$ cat src/rtl/pipe_reg_skid_pkg.sv
// Shared definitions for the skid-buffered pipeline stage register.
package pipe_pkg;

    // Encoding is {s_valid, m_valid}; 2'b10 is unreachable by construction.
    typedef enum logic [1:0] {
        PIPE_EMPTY = 2'b00,
        PIPE_ONE   = 2'b01,
        PIPE_TWO   = 2'b11
    } pipe_state_e;

    localparam logic PIPE_RST_BIT = 1'b0;

endpackage

$ cat src/rtl/pipe_reg_skid_if.sv
// Handshake bundle between upstream, the stage register and downstream.
interface pipe_reg_skid_if #(
    parameter int WIDTH = 32
);
    logic             flush;
    logic             in_valid;
    logic             in_ready;
    logic [WIDTH-1:0] in_data;
    logic             out_valid;
    logic             out_ready;
    logic [WIDTH-1:0] out_data;
    logic [1:0]       occupancy;

    // master = surrounding pipeline (both neighbours), slave = the stage itself
    modport master (
        output flush, in_valid, in_data, out_ready,
        input  in_ready, out_valid, out_data, occupancy
    );
    modport slave (
        input  flush, in_valid, in_data, out_ready,
        output in_ready, out_valid, out_data, occupancy
    );
endinterface

$ cat src/rtl/pipe_reg_skid_register_nbit.sv
// Enable/clear register of arbitrary width; clr is asynchronous.
module register_nbit #(
    parameter int               WIDTH       = 32,
    parameter logic [WIDTH-1:0] RESET_VALUE = '0
) (
    output logic [WIDTH-1:0] out,
    input  logic [WIDTH-1:0] in,
    input  logic             clk,
    input  logic             en,
    input  logic             clr
);

    always_ff @(posedge clk or posedge clr) begin
        if (clr)     out <= RESET_VALUE;
        else if (en) out <= in;
    end

endmodule

$ cat src/rtl/pipe_reg_skid.sv
// Pipeline stage register with registered ready and one-entry skid buffer.
module pipe_reg_skid
    import pipe_pkg::*;
#(
    parameter int               WIDTH       = 32,
    parameter logic [WIDTH-1:0] RESET_VALUE = {WIDTH{PIPE_RST_BIT}}
) (
    input  logic           clk,
    input  logic           clr,
    pipe_reg_skid_if.slave bus
);

    pipe_state_e      state_q, state_d;
    logic             m_en, s_en, m_from_s;
    logic             accept, pop;
    logic [WIDTH-1:0] m_data, s_data, m_din;

    assign bus.in_ready  = ~state_q[1];
    assign bus.out_valid = state_q[0];
    assign bus.out_data  = m_data;
    assign bus.occupancy = {1'b0, state_q[1]} + {1'b0, state_q[0]};

    assign accept = bus.in_valid & bus.in_ready;
    assign pop    = bus.out_valid & bus.out_ready;

    always_ff @(posedge clk or posedge clr) begin
        if (clr) state_q <= PIPE_EMPTY;
        else     state_q <= state_d;
    end

    always_comb begin
        state_d  = state_q;
        m_en     = 1'b0;
        s_en     = 1'b0;
        m_from_s = 1'b0;
        case (state_q)
            PIPE_EMPTY: begin
                if (accept) begin
                    state_d = PIPE_ONE;
                    m_en    = 1'b1;
                end
            end
            PIPE_ONE: begin
                if (accept && pop) begin
                    m_en    = 1'b1;
                end else if (accept) begin
                    state_d = PIPE_TWO;
                    s_en    = 1'b1;
                end else if (pop) begin
                    state_d = PIPE_EMPTY;
                end
            end
            PIPE_TWO: begin
                if (pop) begin
                    state_d  = PIPE_ONE;
                    m_en     = 1'b1;
                    m_from_s = 1'b1;
                end
            end
            default: state_d = PIPE_EMPTY;
        endcase
        // Flush drops everything held; a same-cycle pop has already been seen downstream.
        if (bus.flush) begin
            state_d = PIPE_EMPTY;
            m_en    = 1'b0;
            s_en    = 1'b0;
        end
    end

    assign m_din = m_from_s ? s_data : bus.in_data;

    register_nbit #(.WIDTH(WIDTH), .RESET_VALUE(RESET_VALUE)) u_m_data (
        .out (m_data),
        .in  (m_din),
        .clk (clk),
        .en  (m_en),
        .clr (clr)
    );

    register_nbit #(.WIDTH(WIDTH), .RESET_VALUE(RESET_VALUE)) u_s_data (
        .out (s_data),
        .in  (bus.in_data),
        .clk (clk),
        .en  (s_en),
        .clr (clr)
    );

endmodule
$ cat src/flat_wrapper.sv
// flat-port wrapper written by rule: the top's interface ports become plain ports
module pipe_reg_skid_flat import pipe_pkg::*;
#(
    parameter int               WIDTH       = 32,
    parameter logic [WIDTH-1:0] RESET_VALUE = {WIDTH{PIPE_RST_BIT}}
)
  (clk, clr, bus_flush, bus_in_valid, bus_in_data, bus_out_ready, bus_in_ready, bus_out_valid, bus_out_data, bus_occupancy);
  pipe_reg_skid_if #(.WIDTH(WIDTH)) bus_i ();
  input  logic clk;
  input  logic clr;
  input wire logic [$bits(bus_i.flush)-1:0] bus_flush;
  input wire logic [$bits(bus_i.in_valid)-1:0] bus_in_valid;
  input wire logic [$bits(bus_i.in_data)-1:0] bus_in_data;
  input wire logic [$bits(bus_i.out_ready)-1:0] bus_out_ready;
  output wire logic [$bits(bus_i.in_ready)-1:0] bus_in_ready;
  output wire logic [$bits(bus_i.out_valid)-1:0] bus_out_valid;
  output wire logic [$bits(bus_i.out_data)-1:0] bus_out_data;
  output wire logic [$bits(bus_i.occupancy)-1:0] bus_occupancy;
  assign bus_i.flush = bus_flush;
  assign bus_i.in_valid = bus_in_valid;
  assign bus_i.in_data = bus_in_data;
  assign bus_i.out_ready = bus_out_ready;
  assign bus_in_ready = bus_i.in_ready;
  assign bus_out_valid = bus_i.out_valid;
  assign bus_out_data = bus_i.out_data;
  assign bus_occupancy = bus_i.occupancy;
  pipe_reg_skid #(.WIDTH(WIDTH), .RESET_VALUE(RESET_VALUE)) u_core (.clk(clk), .clr(clr), .bus(bus_i));
endmodule
$ cat config.mk
export PLATFORM = sky130hd
export DESIGN_NAME = pipe_reg_skid_flat
export DESIGN_NICKNAME = d
export VERILOG_FILES = /design/src/rtl/pipe_reg_skid_pkg.sv /design/src/rtl/pipe_reg_skid_if.sv /design/src/rtl/pipe_reg_skid_register_nbit.sv /design/src/rtl/pipe_reg_skid.sv /design/src/flat_wrapper.sv
export SDC_FILE = /design/constraint.sdc
export NUM_CORES = 1
export LEC_CHECK = 0
export CELL_PAD_IN_SITES_DETAIL_PLACEMENT = 0
export CELL_PAD_IN_SITES_GLOBAL_PLACEMENT = 1
export CORE_ASPECT_RATIO = 1.1
export CORE_MARGIN = 2
export CORE_UTILIZATION = 37
export CTS_CLUSTER_SIZE = 25
export DETAILED_ROUTE_END_ITERATION = 10
export PLACE_DENSITY = 0.88
export SYNTH_ARGS = -nofsm -noshare
export SYNTH_HDL_FRONTEND = slang
export SYNTH_SLANG_ARGS = --single-unit
$ cat constraint.sdc
create_clock -name clk -period 2 [get_ports clk]
set_input_delay 0.3 -clock clk [delete_from_list [all_inputs] [get_ports clk]]
set_output_delay 0.3 -clock clk [all_outputs]
set_load 0.02 [all_outputs]
# Word level (Yosys, flattened, before mapping)

Index checks and enable logic that the tools add are counted.

Flip-flop bits (word level): 66
Bits of input ports: 37
Output and inout port bits: 36
Word-level logic and storage cells: 33

Add/subtract/negate cells: 1
Equal/unequal tests: 6
Muxes and demuxes: 17
Bitwise logic cells: 3
Reductions and logical operators: 3

Operator list:

| kind               | number |
|---|---|
| $mux 32            | 1 |
| $mux 2             | 6 |
| $mux 1             | 8 |
| $ne 3x2->1 const B | 2 |
| $pmux 2 s3         | 1 |
| $ne 4x2->1 const B | 1 |
| $reduce_and 4->1   | 1 |
| $ne 3x3->1 const B | 1 |
| $pmux 1 s3         | 1 |
| $add 1x1->2        | 1 |
| $and 1x1->1        | 2 |
| $eq 2x1->1 const B | 1 |
| $eq 2x2->1 const B | 1 |
| $logic_not 2->1    | 1 |
| $logic_and 1x1->1  | 1 |
| $not 1->1          | 1 |

# Longest topological paths before layout

Depth after elaboration: 6
Mapped depth: 7
Mapped depth without buffers: 5

# Hierarchy

From an unflattened synthesis, not the netlist that was laid out.

Cell total of the unflattened synthesis: 200
Area total of the unflattened synthesis: 3,325.7 µm²

Modules (own cells, without submodules):

| module        | times used | cells an instance | area each (µm²) | sequential area each (µm²) |
|---|---|---|---|---|
| register_nbit | 2          | 69                | 1,348.8         | 800.8 |
| pipe_reg_skid | 1          | 62                | 628.1           | 50.0 |

# Least setup slack after synthesis

Ideal clock, no wire load.

Kind: register -> register
Start: reg u_core.state_q[0]
End: reg u_core.u_m_data.out[20]
Library setup time: 0.128 ns
Arrival: 2.049 ns
Required time: 1.872 ns
Path slack: -0.176 ns
Stages on the path, launching flop included: 6
Path buffers: 1
Period minus slack after synthesis: 2.176 ns
Path through: dfrtp_1 > ha_1 > nand3_1 > buf_1 > mux2_2 > mux2_1

Longest elaborated chain between the ends: 5
Elaborated cells between the ends (all ways): 11
Those cells by class: eq/ne: 2; mux: 6; bitwise: 1; reduce/logical: 2

Ends and longest elaborated chain:

| element                | line                              | text |
|---|---|---|
| start, declared        | pipe_reg_skid.sv:13               | `pipe_state_e state_q, state_d;` |
| start signal, assigned | pipe_reg_skid.sv:28               | `else state_q <= state_d;` |
| $and 1x1->1            | pipe_reg_skid.sv:24               | `assign pop = bus.out_valid & bus.out_ready;` |
| $logic_and 1x1->1      | pipe_reg_skid.sv:44               | `if (accept && pop) begin` |
| $mux 1                 | pipe_reg_skid.sv:44               |  |
| $pmux 1 s3             | pipe_reg_skid.sv:36               | `case (state_q)` |
| $mux 1                 | pipe_reg_skid.sv:63               | `if (bus.flush) begin` |
| end signal, assigned   | pipe_reg_skid_register_nbit.sv:15 | `else if (en) out <= in;` |
| end, declared          | pipe_reg_skid_register_nbit.sv:6  | `output logic [WIDTH-1:0] out,` |

Parallel ways exist; a longest one is shown, timed or not.
A chain may end at the register's enable or synchronous reset.

# Final worst setup path

Start: reg u_core.state_q[1]
End: reg u_core.u_m_data.out[20]

Longest elaborated chain between the ends: 6
Elaborated cells between the ends (all ways): 12
Those cells by class: eq/ne: 2; mux: 6; bitwise: 2; reduce/logical: 2

Ends and longest elaborated chain:

| element           | line                | text |
|---|---|---|
| $not 1->1         | pipe_reg_skid.sv:18 | `assign bus.in_ready = ~state_q[1];` |
| $and 1x1->1       | pipe_reg_skid.sv:23 | `assign accept = bus.in_valid & bus.in_ready;` |
| $logic_and 1x1->1 | pipe_reg_skid.sv:44 |  |
| $mux 1            | pipe_reg_skid.sv:44 |  |
| $pmux 1 s3        | pipe_reg_skid.sv:36 |  |
| $mux 1            | pipe_reg_skid.sv:63 |  |

Parallel ways exist; a longest one is shown, timed or not.

==> impl_results.html <==
<table>
<tr><th>Metric</th><th>Value</th></tr>
<tr><th colspan="2">Timing</th></tr>
<tr><td>Count of final setup violators</td><td>0</td></tr>
<tr><td>Fin. Hold Viols</td><td>0</td></tr>
<tr><td>Maximum clock frequency</td><td>530 MHz</td></tr>
<tr><td>Final critical-path share of the clock period</td><td>0.943</td></tr>
<tr><td>Setup TNS Final</td><td>0 ns</td></tr>
<tr><td>Maximum clock skew at final layout</td><td>0.00838 ns</td></tr>
<tr><td>Unrepaired setup endpoints after global routing</td><td>no</td></tr>
<tr><td>Final Slew Violations</td><td>0</td></tr>
<tr><td>Least-Margin Pin Slew</td><td>0.361 ns</td></tr>
<tr><td>Remaining max-slew budget at the tightest pin</td><td>0.760</td></tr>
<tr><td>Final Hold Slack</td><td>0.339 ns</td></tr>
<tr><td>Min Clock Period, post-route</td><td>1.89 ns</td></tr>
<tr><th colspan="2">Pwr</th></tr>
<tr><td>LEAKAGE</td><td>1.92 nW</td></tr>
<tr><td>Power density relative to cell area</td><td>1440 nW/µm²</td></tr>
<tr><td>Worst-case vdd ir drop</td><td>0.000716 V</td></tr>
<tr><th colspan="2">Worst setup path</th></tr>
<tr><td>Highest fanout seen on the critical path</td><td>13</td></tr>
<tr><td>Worst setup slack for register-to-register paths</td><td>0.11 ns</td></tr>
<tr><td>Cells on worst reg2reg path</td><td>6</td></tr>
<tr><td>Reg2Reg Capture Point</td><td>u_core.u_m_data.out[20]</td></tr>
<tr><td>Critical path's largest stage delay</td><td>0.45 ns</td></tr>
<tr><td>Worst path arrival time</td><td>2.10 ns</td></tr>
<tr><td>Worst path top cell family by delay</td><td>flip-flops</td></tr>
<tr><td>Crit Path Class</td><td>reg2reg</td></tr>
<tr><td>Highest-delay cell along the critical path</td><td>sky130_fd_sc_hd__dfrtp_1</td></tr>
<tr><td>CP cell instances</td><td>inv_2, ha_1, nand4_1, a311o_2, buf_12, mux2_1</td></tr>
<tr><td>Origin of the worst setup path</td><td>u_core.state_q[1]</td></tr>
<tr><td>Critical path capture point type</td><td>register</td></tr>
<tr><td>Crit path required time</td><td>2.22 ns</td></tr>
<tr><td>Buffers and inverters on the worst path</td><td>2</td></tr>
<tr><td>Worst Setup Start Kind</td><td>register</td></tr>
<tr><td>R2r startpoint</td><td>u_core.state_q[1]</td></tr>
<tr><th colspan="2">Detailed routing</th></tr>
<tr><td>First drt pass iteration count</td><td>4</td></tr>
<tr><td>Iteration-0 DRC count of the detailed router</td><td>48</td></tr>
<tr><td>DRC violation count after routing</td><td>0</td></tr>
<tr><td>Via count</td><td>1903</td></tr>
<tr><td>Post-detailed-route wirelength per cell</td><td>15.1 µm</td></tr>
<tr><td>Average via count per standard cell</td><td>4.78</td></tr>
<tr><td>Antenna-violating nets left</td><td>0</td></tr>
<tr><td>Final routed wirelength across all metal layers</td><td>6.00 mm</td></tr>
<tr><th colspan="2">Synthesis</th></tr>
<tr><td>Synth Area per Inst</td><td>15.7 µm²</td></tr>
<tr><td>Number of enable flip-flop cells after synthesis</td><td>0</td></tr>
<tr><td>Cell area after synthesis</td><td>3090 µm²</td></tr>
<tr><td>Number of library cell types mapped by synthesis</td><td>24</td></tr>
<tr><td>Yosys warnings</td><td>0</td></tr>
<tr><td>Cell taking the most area after synthesis</td><td>sky130_fd_sc_hd__dfrtp_1</td></tr>
<tr><td>Proportion of synthesized chip area in sequential cells</td><td>0.535</td></tr>
<tr><td>Synthesized netlist net count</td><td>238</td></tr>
<tr><td>Top post-synthesis cells by area</td><td>sky130_fd_sc_hd__dfrtp_1 (53%), sky130_fd_sc_hd__mux2_2 (24%), sky130_fd_sc_hd__mux2_4 (14%)</td></tr>
<tr><td>Most common cell in the synthesized netlist</td><td>sky130_fd_sc_hd__dfrtp_1</td></tr>
<tr><td>Area share of the largest cell type after synthesis</td><td>0.535</td></tr>
<tr><td>Top cell types by occurrence after synthesis</td><td>sky130_fd_sc_hd__dfrtp_1 (66), sky130_fd_sc_hd__mux2_2 (65), sky130_fd_sc_hd__mux2_4 (29), sky130_fd_sc_hd__ha_1 (4), sky130_fd_sc_hd__nand2_1 (4)</td></tr>
<tr><td>Fraction of registers with async set/reset</td><td>1.00</td></tr>
<tr><td>Post-Synthesis Cells</td><td>197</td></tr>
<tr><td>Synthesized flop and latch total</td><td>66</td></tr>
<tr><td>Top_reg_cell synth</td><td>sky130_fd_sc_hd__dfrtp_1</td></tr>
<tr><th colspan="2">Final layout</th></tr>
<tr><td>Synthesis-to-layout area growth</td><td>37.8%</td></tr>
<tr><td>Fraction of layout cells with a size suffix above 1</td><td>0.452</td></tr>
<tr><td>Final-stage net count</td><td>326</td></tr>
<tr><td>Number of inserted diodes</td><td>0</td></tr>
<tr><th colspan="2">CTS</th></tr>
<tr><td>Count of hold buffers inserted by post-cts repair</td><td>0</td></tr>
<tr><td>Clock slew at the register clock pins of the worst setup and hold paths</td><td>0.08 ns</td></tr>
<tr><td>Clock tree from TritonCTS</td><td>yes</td></tr>
<tr><td>Count of H-tree levels built during CTS</td><td>3</td></tr>
<tr><td>Cell chosen for the clock root</td><td>sky130_fd_sc_hd__clkbuf_8</td></tr>
<tr><td>TritonCTS Buffers</td><td>9</td></tr>
<tr><td>Post-CTS Setup Inserts</td><td>0</td></tr>
<tr><td>Total number of clock tree sinks</td><td>66</td></tr>
<tr><td>Source-to-sink clock delay at the later pin of the worst-skew pair</td><td>0.34 ns</td></tr>
<tr><td>CTS Buffer Depth</td><td>2</td></tr>
<tr><th colspan="2">Global routing</th></tr>
<tr><td>Initial antenna violation count</td><td>0</td></tr>
<tr><td>Overall routing resource usage</td><td>0.141</td></tr>
<tr><td>Overflow after GRT</td><td>0</td></tr>
<tr><td>Maximum number of pins on one net before global-route repair</td><td>67</td></tr>
<tr><td>First-pass GRT wire length</td><td>10.0 mm</td></tr>
<tr><td>Via count of the first global-routing pass</td><td>2051</td></tr>
<tr><th colspan="2">Place</th></tr>
<tr><td>Sum of net half-perimeters after detailed placement</td><td>4.02 mm</td></tr>
<tr><td>Count of buffers inserted at the top-level ports</td><td>72</td></tr>
<tr><td>Routability congestion estimate from global placement</td><td>0.840</td></tr>
<tr><th colspan="2">Die</th></tr>
<tr><td>Vertical die dimension</td><td>99.8 µm</td></tr>
<tr><td>Starting Density</td><td>0.386</td></tr>
<tr><td>X dimension of the die</td><td>91.1 µm</td></tr>
<tr><td>Area enclosed by the die boundary</td><td>9090 µm²</td></tr>
<tr><td>Core Footprint</td><td>8000 µm²</td></tr>
<tr><td>Top-Level Pins</td><td>73</td></tr>
<tr><td>Cell row count</td><td>34</td></tr>
<tr><th colspan="2">Run status</th></tr>
<tr><td>Outcome</td><td>finished, final reports clean</td></tr>
<tr><th colspan="2">Min path</th></tr>
<tr><td>Min-delay worst type</td><td>in2async</td></tr>
<tr><th colspan="2">Job</th></tr>
<tr><td>Max-cap violations</td><td>0</td></tr>
</table>
worst reg2reg max path, cell delays in order, from the launching register on:
cell and delay, ns:
sky130_fd_sc_hd__dfrtp_1 0.45, sky130_fd_sc_hd__inv_2 0.11, sky130_fd_sc_hd__ha_1 0.19, sky130_fd_sc_hd__nand4_1 0.12, sky130_fd_sc_hd__a311o_2 0.39, sky130_fd_sc_hd__buf_12 0.17, sky130_fd_sc_hd__mux2_1 0.33
final cells by class:
type	instances	area (µm²)
clock buffer	10	138
clock inverter	6	65.1
fill	706	3740
inverter	3	11.3
multi-input combinational	118	1370
sequential	66	1650
tap	108	135
timing repair buffer	87	885
sequential cells by signal, indices dropped and copies added (netlist names):
name                 flops
u_core.u_m_data.out     32
u_core.state_q           2
u_core.u_s_data.out     32
what timing repair did:
item | in CTS | in global routing
cloned | 0 | 0
setup endpoints to repair | 1 | 55
resized for setup | 1 | 2
worst max path at each step:
stage / to / slack [ns] / depth (start not counted)
after floorplan: u_core.u_m_data.out[20] / -0.08 / 5
after global placement: u_core.u_m_data.out[27] / -0.10 / 6
after detailed placement: u_core.u_m_data.out[22] / -0.12 / 6
after CTS: bus_occupancy[1] / 0.04 / 2
after global routing: u_core.u_m_data.out[20] / 0.01 / 6
final: u_core.u_m_data.out[20] / 0.11 / 6
metal layers:
metal | global-route usage | routed length, µm | vias up
met5 | 0 | 0 | -
met4 | 0.0513 | 102 | 0
met3 | 0.0465 | 322 | 13
met2 | 0.232 | 2870 | 60
met1 | 0.173 | 2710 | 944
li1 | - | - | 886
report_power, final:
group / internal (mW) / switching, mW / total, mW
Clock: 0.612 / 0.526 / 1.14
Sequential: 2.01 / 0.363 / 2.37
Combinational: 1.59 / 1.04 / 2.63
Total: 4.20 / 1.93 / 6.14
per-stage QoR:
| step | instance area, µm² | power, mW | instances | util | setup WS (ns) |
|---|---|---|---|---|---|
| floorplan | 3090 | 3.95 | 197 | - | -0.0837 |
| global placement | 4050 | 5.00 | 382 | 0.507 | -0.104 |
| detailed placement | 4050 | 5.05 | 382 | 0.507 | -0.123 |
| CTS | 4250 | 6.22 | 398 | 0.532 | 0.0351 |
| global route | 4260 | 6.53 | 398 | 0.532 | 0.0139 |
| finish | 4260 | 6.14 | 398 | 0.532 | 0.114 |
layout by cell type, fill, tap and decap left out, drive strengths merged:
cell type,netlist,final
a211o,1,1
a311o,1,1
clkinvlp,0,1
o32ai,1,1
bufinv,0,1
o211ai,1,1
dfrtp,66,66
inv,3,4
clkbuf,1,10
dlymetal6s2s,0,1
clkinv,0,3
nand2b,2,2
ha,4,4
nand2,4,4
buf,9,15
nand3,1,1
or4,1,1
mux2,96,96
dlygate4sd2,0,1
nor2b,1,1
nand4,1,1
o21a,1,1
or3,1,1
a22oi,1,1
clkdlybuf4s50,0,70
mux2i,1,1
cell families after synthesis:
family          after synthesis  synth area share
buf+inv                      13            0.0243
simple gates                 11            0.0199
compound gates                6            0.0162
mux                          97             0.389
fa+ha+maj                     4            0.0162
flops                        66             0.535
Note: power is estimated with default switching activity, not from simulation.
